--- src/rtl/stash_ctrl_if.sv ---
// Signal bundle between the stopwatch front end / lap Stash and the stash sequencer.
interface stash_ctrl_if #(
    parameter int DEPTH = 5
);
    localparam int PTR_W = $clog2(DEPTH);
    localparam int CNT_W = $clog2(DEPTH + 1);

    logic             lap_btn;
    logic             next_btn;
    logic             auto_en;
    logic [7:0]       time_in;
    logic [7:0]       sample_in;
    logic             sample_in_valid;
    logic             next_sample;
    logic [PTR_W-1:0] read_idx;
    logic [CNT_W-1:0] count;
    logic             empty;
    logic             full;
    logic             busy;
    logic             lap_drop;

    modport master (
        output lap_btn, next_btn, auto_en, time_in,
        input  sample_in, sample_in_valid, next_sample, read_idx,
               count, empty, full, busy, lap_drop
    );

    modport slave (
        input  lap_btn, next_btn, auto_en, time_in,
        output sample_in, sample_in_valid, next_sample, read_idx,
               count, empty, full, busy, lap_drop
    );
endinterface

--- src/rtl/stash_ctrl.sv ---
// Lap Stash sequencer: captures laps, issues read-advance steps and wraps browsing past empty slots.
// state   | meaning
// S_EMPTY | no laps stored, steps ignored
// S_READY | laps stored, steps advance read_idx by one
// S_SKIP  | wrap burst pushing the Stash pointer through empty slots back to 0
module stash_ctrl #(
    parameter int DEPTH    = 5,
    parameter int TICK_DIV = 100000000
) (
    input  logic        clk,
    input  logic        reset,
    stash_ctrl_if.slave bus
);
    localparam int PTR_W  = $clog2(DEPTH);
    localparam int CNT_W  = $clog2(DEPTH + 1);
    localparam int TICK_W = $clog2(TICK_DIV);

    typedef enum logic [1:0] {S_EMPTY, S_READY, S_SKIP} state_t;

    state_t            state;
    logic [7:0]        lap_reg;
    logic [CNT_W-1:0]  count;
    logic [CNT_W-1:0]  burst_cnt;
    logic [PTR_W-1:0]  read_idx;
    logic [PTR_W-1:0]  idx_eff;
    logic [TICK_W-1:0] tick_cnt;
    logic              sample_in_valid;
    logic              next_sample;
    logic              busy;
    logic              lap_drop;
    logic              next_pend;
    logic              tick;
    logic              lap_ok;
    logic              step_take;
    logic              have_step;
    logic              issue;
    logic              single;

    // idx_eff is the read index once the strobe currently on the wire has been consumed by the Stash
    always_comb begin
        tick      = bus.auto_en && (count != '0) && (tick_cnt == TICK_W'(TICK_DIV - 1));
        lap_ok    = bus.lap_btn && (count != CNT_W'(DEPTH));
        step_take = (bus.next_btn || tick) && (count != '0) && (state != S_SKIP) && !next_pend;
        have_step = next_pend || step_take;
        issue     = have_step && !lap_ok;
        idx_eff   = read_idx;
        if (next_sample) begin
            if (state == S_READY) begin
                idx_eff = (read_idx == PTR_W'(DEPTH - 1)) ? '0 : read_idx + PTR_W'(1);
            end else if (state == S_SKIP && burst_cnt == '0) begin
                idx_eff = '0;
            end
        end
        single = (count == CNT_W'(DEPTH)) || ((CNT_W'(idx_eff) + CNT_W'(1)) < count);
    end

    always_ff @(posedge clk) begin
        if (reset) begin
            state           <= S_EMPTY;
            lap_reg         <= '0;
            count           <= '0;
            burst_cnt       <= '0;
            read_idx        <= '0;
            tick_cnt        <= '0;
            sample_in_valid <= 1'b0;
            next_sample     <= 1'b0;
            busy            <= 1'b0;
            lap_drop        <= 1'b0;
            next_pend       <= 1'b0;
        end else begin
            sample_in_valid <= lap_ok;
            lap_drop        <= bus.lap_btn && (count == CNT_W'(DEPTH));
            next_sample     <= 1'b0;
            read_idx        <= idx_eff;
            if (lap_ok) begin
                lap_reg <= bus.time_in;
                count   <= count + CNT_W'(1);
            end
            if (!bus.auto_en || count == '0 || tick) begin
                tick_cnt <= '0;
            end else begin
                tick_cnt <= tick_cnt + TICK_W'(1);
            end
            case (state)
                S_EMPTY: begin
                    if (lap_ok) state <= S_READY;
                end
                S_READY: begin
                    if (issue) begin
                        next_pend   <= 1'b0;
                        next_sample <= 1'b1;
                        if (!single) begin
                            // first burst pulse goes out now, counter holds the remainder
                            state     <= S_SKIP;
                            busy      <= 1'b1;
                            burst_cnt <= CNT_W'(DEPTH) - count;
                        end
                    end else if (have_step) begin
                        next_pend <= 1'b1;
                    end
                end
                S_SKIP: begin
                    if (burst_cnt == '0) begin
                        state <= S_READY;
                        busy  <= 1'b0;
                    end else if (!lap_ok) begin
                        next_sample <= 1'b1;
                        burst_cnt   <= burst_cnt - CNT_W'(1);
                    end
                end
                default: state <= S_EMPTY;
            endcase
        end
    end

    assign bus.sample_in       = lap_reg;
    assign bus.sample_in_valid = sample_in_valid;
    assign bus.next_sample     = next_sample;
    assign bus.read_idx        = read_idx;
    assign bus.count           = count;
    assign bus.empty           = (count == '0);
    assign bus.full            = (count == CNT_W'(DEPTH));
    assign bus.busy            = busy;
    assign bus.lap_drop        = lap_drop;
endmodule

--- src/flat_wrapper.sv ---
// flat-port wrapper written by rule: the top's interface ports become plain ports
module stash_ctrl_flat 
#(
    parameter int DEPTH    = 5,
    parameter int TICK_DIV = 100000000
)
  (clk, reset, bus_lap_btn, bus_next_btn, bus_auto_en, bus_time_in, bus_sample_in, bus_sample_in_valid, bus_next_sample, bus_read_idx, bus_count, bus_empty, bus_full, bus_busy, bus_lap_drop);
  stash_ctrl_if #(.DEPTH(DEPTH)) bus_i ();
  input  logic clk;
  input  logic reset;
  input wire logic [$bits(bus_i.lap_btn)-1:0] bus_lap_btn;
  input wire logic [$bits(bus_i.next_btn)-1:0] bus_next_btn;
  input wire logic [$bits(bus_i.auto_en)-1:0] bus_auto_en;
  input wire logic [$bits(bus_i.time_in)-1:0] bus_time_in;
  output wire logic [$bits(bus_i.sample_in)-1:0] bus_sample_in;
  output wire logic [$bits(bus_i.sample_in_valid)-1:0] bus_sample_in_valid;
  output wire logic [$bits(bus_i.next_sample)-1:0] bus_next_sample;
  output wire logic [$bits(bus_i.read_idx)-1:0] bus_read_idx;
  output wire logic [$bits(bus_i.count)-1:0] bus_count;
  output wire logic [$bits(bus_i.empty)-1:0] bus_empty;
  output wire logic [$bits(bus_i.full)-1:0] bus_full;
  output wire logic [$bits(bus_i.busy)-1:0] bus_busy;
  output wire logic [$bits(bus_i.lap_drop)-1:0] bus_lap_drop;
  assign bus_i.lap_btn = bus_lap_btn;
  assign bus_i.next_btn = bus_next_btn;
  assign bus_i.auto_en = bus_auto_en;
  assign bus_i.time_in = bus_time_in;
  assign bus_sample_in = bus_i.sample_in;
  assign bus_sample_in_valid = bus_i.sample_in_valid;
  assign bus_next_sample = bus_i.next_sample;
  assign bus_read_idx = bus_i.read_idx;
  assign bus_count = bus_i.count;
  assign bus_empty = bus_i.empty;
  assign bus_full = bus_i.full;
  assign bus_busy = bus_i.busy;
  assign bus_lap_drop = bus_i.lap_drop;
  stash_ctrl #(.DEPTH(DEPTH), .TICK_DIV(TICK_DIV)) u_core (.clk(clk), .reset(reset), .bus(bus_i));
endmodule
--- config.mk ---
export PLATFORM = sky130hd
export DESIGN_NAME = stash_ctrl_flat
export DESIGN_NICKNAME = d
export VERILOG_FILES = /design/src/rtl/stash_ctrl_if.sv /design/src/rtl/stash_ctrl.sv /design/src/flat_wrapper.sv
export SDC_FILE = /design/constraint.sdc
export NUM_CORES = 1
export LEC_CHECK = 0
export CAP_MARGIN = 30
export CORE_MARGIN = 3
export CORE_UTILIZATION = 46
export DETAILED_ROUTE_END_ITERATION = 7
export PLACE_DENSITY = 0.73
export SETUP_SLACK_MARGIN = 0.4
export SLEW_MARGIN = 25
export SYNTH_ARGS = -nofsm -noshare
export SYNTH_HDL_FRONTEND = slang
export SYNTH_SLANG_ARGS = --single-unit
--- constraint.sdc ---
create_clock -name clk -period 4.5 [get_ports clk]
set_input_delay 0.9 -clock clk [delete_from_list [all_inputs] [get_ports clk]]
set_output_delay 0.9 -clock clk [all_outputs]
set_load 0.005 [all_outputs]
; ---- Word level (Yosys, flattened, before mapping)
; Index checks and enable logic that the tools add are counted.
[totals]
reg_bits = 51
inputBits = 13
out_inout_bits = 20
wordCells = 83
[classes]
addsub = 6
order_cmp = 1
n_eq_ne = 13
n_mux = 24
reduce_logical = 28
[op_table]
columns = operator, count
row1 = "adder 27 x 1 -> 27 bit, second input constant", 1
row2 = "== test 27 bit, second input constant", 1
row3 = two-way mux 3 bit, 8
row4 = "inequality test 2 bit, second input constant", 5
row5 = "adder 3 x 1 -> 3 bit, second input constant", 3
row6 = logical AND 1 bit, 9
row7 = two-way mux 1 bit, 8
row8 = two-way mux 2 bit, 4
row9 = AND reduction 4 bit, 2
row10 = "== test 3 bit, second input constant", 2
row11 = logical NOT 3 bit, 2
row12 = one-hot mux 2 bit (3 select lines), 1
row13 = one-hot mux 3 bit (2 select lines), 1
row14 = logical OR 1 bit, 5
row15 = AND reduction 5 bit, 1
row16 = "inequality test 2 x 1 -> 1 bit, second input constant", 2
row17 = one-hot mux 1 bit (2 select lines), 2
row18 = nonzero test 2 bit, 2
row19 = logical NOT 1 bit, 3
row20 = less-than comparator 3 bit, 1
row21 = "inequality test 3 bit, second input constant", 1
row22 = nonzero test 3 bit, 1
row23 = "subtractor 3 x 1 -> 3 bit, second input constant", 1
row24 = "subtractor 3 bit, first input constant", 1
row25 = other kinds (5), 5

; ---- Longest topological paths before layout
; Gate-level depths: netlist (run 1).
[depth]
word_depth = 11
mapped_depth = 16
mapped_depth_nobuf = 15

; ---- Least setup slack after synthesis (run 1)
; No wires, ideal clock.
[synth_path]
path_kind = register -> register
from = reg u_core.state[0]
to = reg u_core.burst_cnt[0]
setup_ns = 0.070
arrival_time_ns = 3.140
required_time_ns = 4.430
setup_slack_ns = 1.290
stages_incl_launch_ff = 17
n_path_buf = 1
synth_period_minus_slack_ns = 3.210
path_cell_list = dfxtp_1 inv_1 ha_1 clkbuf_1 inv_1 nor3_1 o21ai_0 a32o_1 ha_1 xnor2_1 ha_1 o21ai_0 a221oi_1 o211a_1 o221ai_2 or3_1 a21oi_1
[synth_between]
elab_chain_len = 10
elab_cells_between_ends = 21
classes_between = 1 x add/sub / 1 x order compare / 7 x eq/ne / 4 x mux / 8 x reduce/logical
[synth_lines]
columns = element, line_no
row1 = from (decl), stash_ctrl.sv:20  ; state_t state;
row2 = from (signal assigned), stash_ctrl.sv:59  ; state <= S_EMPTY;
row3 = from (signal assigned), stash_ctrl.sv:86  ; if (lap_ok) state <= S_READY;
row4 = from (signal assigned), stash_ctrl.sv:94  ; state <= S_SKIP;
row5 = == test 2 bit, stash_ctrl.sv:50  ; end else if (state == S_SKIP && burst_cnt == '0) begin
row6 = logical AND 1 bit, stash_ctrl.sv:50
row7 = two-way mux 3 bit, stash_ctrl.sv:50
row8 = two-way mux 3 bit *, stash_ctrl.sv:48  ; if (state == S_READY) begin
row9 = two-way mux 3 bit *, stash_ctrl.sv:47  ; if (next_sample) begin
row10 = via u_core.idx_eff[1], stash_ctrl.sv:25  ; logic [PTR_W-1:0] idx_eff;
row11 = adder 3 x 1 -> 3 bit *, stash_ctrl.sv:54  ; single = (count == CNT_W'(DEPTH)) || ((CNT_W'(idx_eff) + CNT_W'(1)) < count);
row12 = less-than comparator 3 bit *, stash_ctrl.sv:54
row13 = logical OR 1 bit *, stash_ctrl.sv:54
row14 = inequality test 2 bit (no line) *, -
row15 = AND reduction 5 bit (no line) *, -
row16 = to (signal assigned), stash_ctrl.sv:96  ; burst_cnt <= CNT_W'(DEPTH) - count;
row17 = to (signal assigned), stash_ctrl.sv:108  ; burst_cnt <= burst_cnt - CNT_W'(1);
row18 = to (decl), stash_ctrl.sv:23  ; logic [CNT_W-1:0] burst_cnt;
; Mark *: on every way through the listed nets, which the timed path passes. The rest lies on a longest branch.
; A chain may end at the register's enable or synchronous reset.

; ---- Final worst setup path (run 1)
[layout_path]
from = reg u_core.state[0]
to = reg u_core.state[0]
[layout_between]
elab_chain_len = 10
elab_cells_between_ends = 21
classes_between = 1 x add/sub / 1 x order compare / 7 x eq/ne / 4 x mux / 8 x reduce/logical
[layout_lines]
columns = element, line_no
row1 = == test 2 bit, stash_ctrl.sv:50
row2 = logical AND 1 bit, stash_ctrl.sv:50
row3 = two-way mux 3 bit, stash_ctrl.sv:50
row4 = two-way mux 3 bit *, stash_ctrl.sv:48
row5 = two-way mux 3 bit *, stash_ctrl.sv:47
row6 = via u_core.idx_eff[1], stash_ctrl.sv:25
row7 = adder 3 x 1 -> 3 bit *, stash_ctrl.sv:54
row8 = less-than comparator 3 bit *, stash_ctrl.sv:54
row9 = logical OR 1 bit *, stash_ctrl.sv:54
row10 = inequality test 2 bit (no line) *, -
row11 = AND reduction 4 bit (no line) *, -
; Marked as above.

==> results of run 1 <==
## final cells by class
cell class / count / area share
clock buffer: 6 / 0.0243
clock inverter: 2 / 0.00545
inverter: 21 / 0.0264
multi-input combinational: 221 / 0.462
sequential: 51 / 0.342
tap: 70 / 0.0294
timing repair buffer: 33 / 0.110
## worst paths after layout
kind	from	slack (ns)	to	cells after the start
setup / recovery	u_core.state[0]	0.95	u_core.state[0]	15
hold / removal	u_core.bus.sample_in[5]	0.46	u_core.bus.sample_in[5]	2
setup reg to reg	u_core.state[0]	0.95	u_core.state[0]	15
hold reg to reg	u_core.bus.sample_in[5]	0.46	u_core.bus.sample_in[5]	2
## per-layer routing
layer  vias to the layer above  share of wire
li1                       1089              -
met1                       983           0.48
met2                        34           0.46
met3                         7          0.039
met4                         0          0.015
met5                         -              0
## cells in the final DEF (no fill, tap or decap), types with 2 or more instances in the layout
| cell type | instances |
|---|---|
| nand3b_1 | 2 |
| and3_1 | 4 |
| nand2b_1 | 2 |
| or3_1 | 4 |
| a21oi_1 | 17 |
| clkbuf_8 | 5 |
| nor3_1 | 8 |
| xor2_1 | 12 |
| o21ai_0 | 8 |
| clkdlybuf4s50_1 | 32 |
| ha_1 | 15 |
| nand4_1 | 5 |
| a221oi_1 | 2 |
| nor2_1 | 44 |
| or4b_2 | 2 |
| inv_1 | 21 |
| xnor2_1 | 13 |
| nand2_1 | 38 |
| dfxtp_1 | 51 |
| nor2b_1 | 2 |
| a21boi_0 | 4 |
| nand3_1 | 12 |
## cells in the mapped netlist, types with 2 or more instances
cell       n  area [sq um]
a21boi_0   4          30.0
inv_1     21          78.8
dfxtp_1   51          1020
nor3_1     8          40.0
nand4_1    5          31.3
ha_1      15           188
nor2b_1    2          12.5
buf_2      3          15.0
nor2_1    44           165
or4b_2     2          20.0
a21oi_1   17          85.1
xor2_1    12           105
clkbuf_1   4          15.0
nand3b_1   2          15.0
nand2_1   38           143
or3_1      4          25.0
and3_1     4          25.0
o21ai_0    8          40.0
nand2b_1   2          12.5
xnor2_1   13           114
a221oi_1   2          17.5
nand3_1   12          60.1
## power breakdown
part | internal (W) | leakage (nW) | switching (W)
clock network | 0.000112 | 0.0418 | 0.000155
logic | 0.0000652 | 0.605 | 0.0000871
registers | 0.000468 | 0.414 | 0.0000147
total | 0.000646 | 1.06 | 0.000257
## state kept, by name, indices dropped and copies added, names as in the netlist
| signal | flops |
|---|---|
| u_core.bus.busy | 1 |
| u_core.burst_cnt | 3 |
| u_core.bus.sample_in_valid | 1 |
| u_core.bus.next_sample | 1 |
| u_core.bus.lap_drop | 1 |
| u_core.bus.count | 3 |
| u_core.bus.sample_in | 8 |
| u_core.state | 2 |
| u_core.bus.read_idx | 3 |
| u_core.next_pend | 1 |
| u_core.tick_cnt | 27 |
## kinds of logic after synthesis
group | synth area share
buffers and inverters | 0.0448
DFF | 0.406
and+or+nand+nor | 0.260
muxes | 0.00398
xor gates and xnor gates | 0.0872
adders and majority gates | 0.0747
AOI/OAI and AO/OA | 0.123
## per-stage QoR
stage               power [W]  utilization  instance area, sq um  hold slack (ns)  setup WS, ns
floorplan            0.000586            -                  2510            0.430          1.29
global placement     0.000640        0.556                  2890            0.443          1.10
detailed placement   0.000645        0.556                  2890            0.447         0.974
CTS                  0.000914        0.573                  2980            0.461         0.965
global route         0.000951        0.573                  2980            0.484         0.531
finish               0.000902        0.573                  2980            0.461         0.949
## worst max-delay path: stages (launching register included)
cell      delay [ns]
dfxtp_1         0.34
inv_1           0.10
ha_1            0.34
inv_1           0.15
nor3_1          0.26
o21ai_0         0.15
a32o_1          0.24
ha_1            0.19
xnor2_1         0.13
ha_1            0.29
o21ai_0         0.08
a221oi_1        0.33
o211ai_1        0.20
o21ai_1         0.30
a211oi_1        0.12
a31o_2          0.23
==> impl_metrics.ini, run 1 <==
[clock_tree]
holdBufCountCts = 0
path_clk_slew_ns = 0.10
cts_tree = done
max-clock-path-buffers = 2
htreeDepth = 2
cts_buffers = 5
clk-insertion-delay-late_ns = 0.30
postCtsResizedCells = 0
clock_sinks = 51
post_cts_buffers = 0
ctsRootBufferMaster = clkbuf_8

[routing]
drt-initial-drc-count = 120
ant_nets = 0
via_count = 2113
drt-wirelength-per-cell_um = 12.6
drt_wl_total_mm = 5.10
vias_per_cell = 5.23
drcViolationCount = 0
firstDrtPassIters = 4

[global_route]
antenna_found_initial = 0
met2_usage = 0.277
gr-usage-met3 = 0.0327
grt_pass1_vias = 1968
grt-busiest-layer = met2
grt_pass1_wl_mm = 8.87
overflow = 0
grt_max_degree = 28
use_met1 = 0.227
grtUsageTotal = 0.171

[placed_design]
hpwlAfterDp_mm = 3.76
port_buffers = 32
gp_congestion = 0.913
placed_cells = 396

[timing]
relSlewSlack = 0.618
drv_slew = 0
fin_skew_ns = 0.00776
finalCritPeriodShare = 0.789
tns_ns = 0
clock.fmax_mhz = 282
fin_crit_ns = 3.55
tightest_slew_ns = 0.574
finalHoldViolations = 0
setup_viol = 0
grt_setup_unrepaired = false

[cells_and_area]
regArea_sq_um = 1020
area_delta_synth_final_pct = 18.7
n_fill_cell = 504
antenna_cells = 0
finalNonFillerCells = 404
nNetsFinal = 361
multi_input_area_sq_um = 1380
drive_above_1_share = 0.0599

[yosys]
yosysUniqueCellTypes = 50
synth_seq_area_share = 0.406
yosys_register_bits = 51
synth_flop_cell = dfxtp_1
async_flop_share = 0
yosys_warnings = 0
syn_nets = 329
synth_edf_count = 0
syn_avg_cell_area_sq_um = 8.35
postSynthCellCount = 301
netlist_area_sq_um = 2510

[power_and_ir_drop]
power_leakage_nw = 1.06
powerDensity_nw_per_um2 = 302
max-vdd-ir-drop_v = 0.000200

[job]
maxCapViolations = 0

[run_status]
run_status = finished, final reports clean

[floorplan]
die_x_um = 79.9
coreArea_sq_um = 5200
ios = 33
die-area_sq_um = 6380
die_y_um = 79.9
rows = 26
start_util = 0.483

[worst_setup_path]
required_ns = 4.70
worstPathArrival_ns = 3.75
worstPathMaxFanout = 10
path_class = register to register
endpoint_kind = register
startpoint_type = register

[worst_hold_path]
min_path_type = register to register
No activity file was read; power rests on OpenSTA's default activity.
==> run 2: changes to the inputs <==
==> constraint.sdc (replaced) <==
create_clock -name clk -period 3.46 [get_ports clk]
set_input_delay 0.692 -clock clk [delete_from_list [all_inputs] [get_ports clk]]
set_output_delay 0.692 -clock clk [all_outputs]
set_load 0.005 [all_outputs]
==> impl_metrics.ini, run 2 (synthesized netlist as in run 1, its figures left out) <==
[timing]
fin_skew_ns = 0.00844
fin_crit_ns = 3.12
relSlewSlack = 0.617
whs_ns = 0.456
setup_viol = 0
finalWorstSetupSlack_ns = 0.341
clock.fmax_mhz = 321
drv_slew = 0
tns_ns = 0
finalHoldViolations = 0
finalCritPeriodShare = 0.901
grt_setup_unrepaired = true
tightest_slew_ns = 0.575

[clock_tree]
holdBufCountCts = 0
max-clock-path-buffers = 2
htreeDepth = 2
ctsRootBufferMaster = clkbuf_8
cts_buffers = 5
clock_sinks = 51
cts_tree = done
path_clk_slew_ns = 0.09
clk-insertion-delay-late_ns = 0.30

[floorplan]
die-area_sq_um = 6380
ios = 33
die_y_um = 79.9
die_x_um = 79.9
coreArea_sq_um = 5200
rows = 26
start_util = 0.483

[routing]
vias_per_cell = 5.18
drcViolationCount = 0
via_count = 2139
drt-initial-drc-count = 140
ant_nets = 0
drt_wl_total_mm = 5.32
drt-wirelength-per-cell_um = 12.9
firstDrtPassIters = 4

[power_and_ir_drop]
power_leakage_nw = 1.14
powerDensity_nw_per_um2 = 388
comb_power_share = 0.207
p_int_w = 0.000887
power.total_w = 0.00124
clkPwrFrac = 0.279
p_sw_w = 0.000349
p_seq_frac = 0.514
max-vdd-ir-drop_v = 0.000197
swShare = 0.283

[placed_design]
port_buffers = 32
gp_congestion = 0.910
placed_area_sq_um = 2910
hpwlAfterDp_mm = 3.53
place_ws_ns = 0.128

[worst_setup_path]
required_ns = 3.70
path_class = register to register
startpoint_type = register
endpoint_kind = register
worstPathArrival_ns = 3.36
worstPathMaxFanout = 8

[global_route]
grt_max_degree = 28
antenna_found_initial = 0
grt_pass1_vias = 1904
grt_pass1_wl_mm = 8.56
grtUsageTotal = 0.166
overflow = 0

[cells_and_area]
antenna_cells = 0
mostFrequentLayoutCell = dfxtp_1
largest_reg_flops = 27
n_fill_cell = 436
nNetsFinal = 371
max_flop_register = u_core.tick_cnt
mostFrequentLayoutCells = 46 x dfxtp_1, 44 x nor2_1, 38 x nand2_1
area_delta_synth_final_pct = 26.9
finalInstanceArea_sq_um = 3190
drive_above_1_share = 0.157

[job]
maxCapViolations = 0

[worst_hold_path]
min_path_type = register to register

[run_status]
run_status = finished, final reports clean
## run 2: changes by cell type in the layout (fill, tap and decap cells not counted), sizes merged
cell      change
buf          +10
inv           -1
clkinv        +1
clkinvlp      -1
## run 2: final timing paths
check | from | slack, ns | cells after the start | endpoint
setup / recovery | u_core.state[0] | 0.34 | 14 | u_core.burst_cnt[0]
setup reg to reg | u_core.state[0] | 0.34 | 14 | u_core.burst_cnt[0]
hold reg to reg | u_core.bus.sample_in[4] | 0.46 | 2 | u_core.bus.sample_in[4]
hold / removal | u_core.bus.sample_in[4] | 0.46 | 2 | u_core.bus.sample_in[4]
## run 2: per-layer routing
metal | vias up | share of wire | routed length, um | track usage
li1 | 1109 | - | - | -
met1 | 983 | 0.48 | 2570 | 0.226
met2 | 40 | 0.47 | 2500 | 0.266
met3 | 7 | 0.035 | 186 | 0.0316
met4 | 0 | 0.012 | 65 | 0.0456
met5 | - | 0 | 0 | 0
## run 2: area by class of cell
cell class | count | area (sq um) | share of cell area
flip-flops and latches | 51 | 1030 | 0.324
clock inverters | 1 | 5.00 | 0.00157
multi-input cells | 221 | 1490 | 0.468
repair buffers | 43 | 403 | 0.126
well taps | 70 | 87.6 | 0.0275
inverters | 21 | 86.3 | 0.0271
clock buffers | 6 | 82.6 | 0.0259
## run 2: critical path: stages, from the launching register on
cell      delay [ns]
dfxtp_4         0.37
buf_4           0.14
ha_4            0.18
and3b_1         0.19
a22oi_2         0.18
inv_1           0.11
ha_4            0.17
xnor2_2         0.13
ha_1            0.30
o21ai_1         0.08
a221oi_2        0.29
o211a_1         0.24
o221ai_4        0.15
or3_1           0.40
a21oi_2         0.12
## run 2: power by group through the flow
stage / combinational (W) / clock [W] / sequential, W
6_report: 0.000256 / 0.000346 / 0.000636
3_3_place_gp: 0.000194 / 0 / 0.000641
2_1_floorplan: 0.000125 / 0 / 0.000639
4_1_cts: 0.000207 / 0.000360 / 0.000633
3_5_place_dp: 0.000194 / 0 / 0.000642
5_1_grt: 0.000280 / 0.000386 / 0.000640
## run 2: what timing repair did
item,CTS,global route
resized for setup,11,26
endpoints found under the setup margin,6,6
pin swaps,2,14
buffers inserted,0,9
## run 2: stage by stage
step / std cells / util
finish: 413 / 0.613
global route: 413 / 0.613
CTS: 404 / 0.583
detailed placement: 397 / 0.558
global placement: 397 / 0.558
floorplan: 301 / -
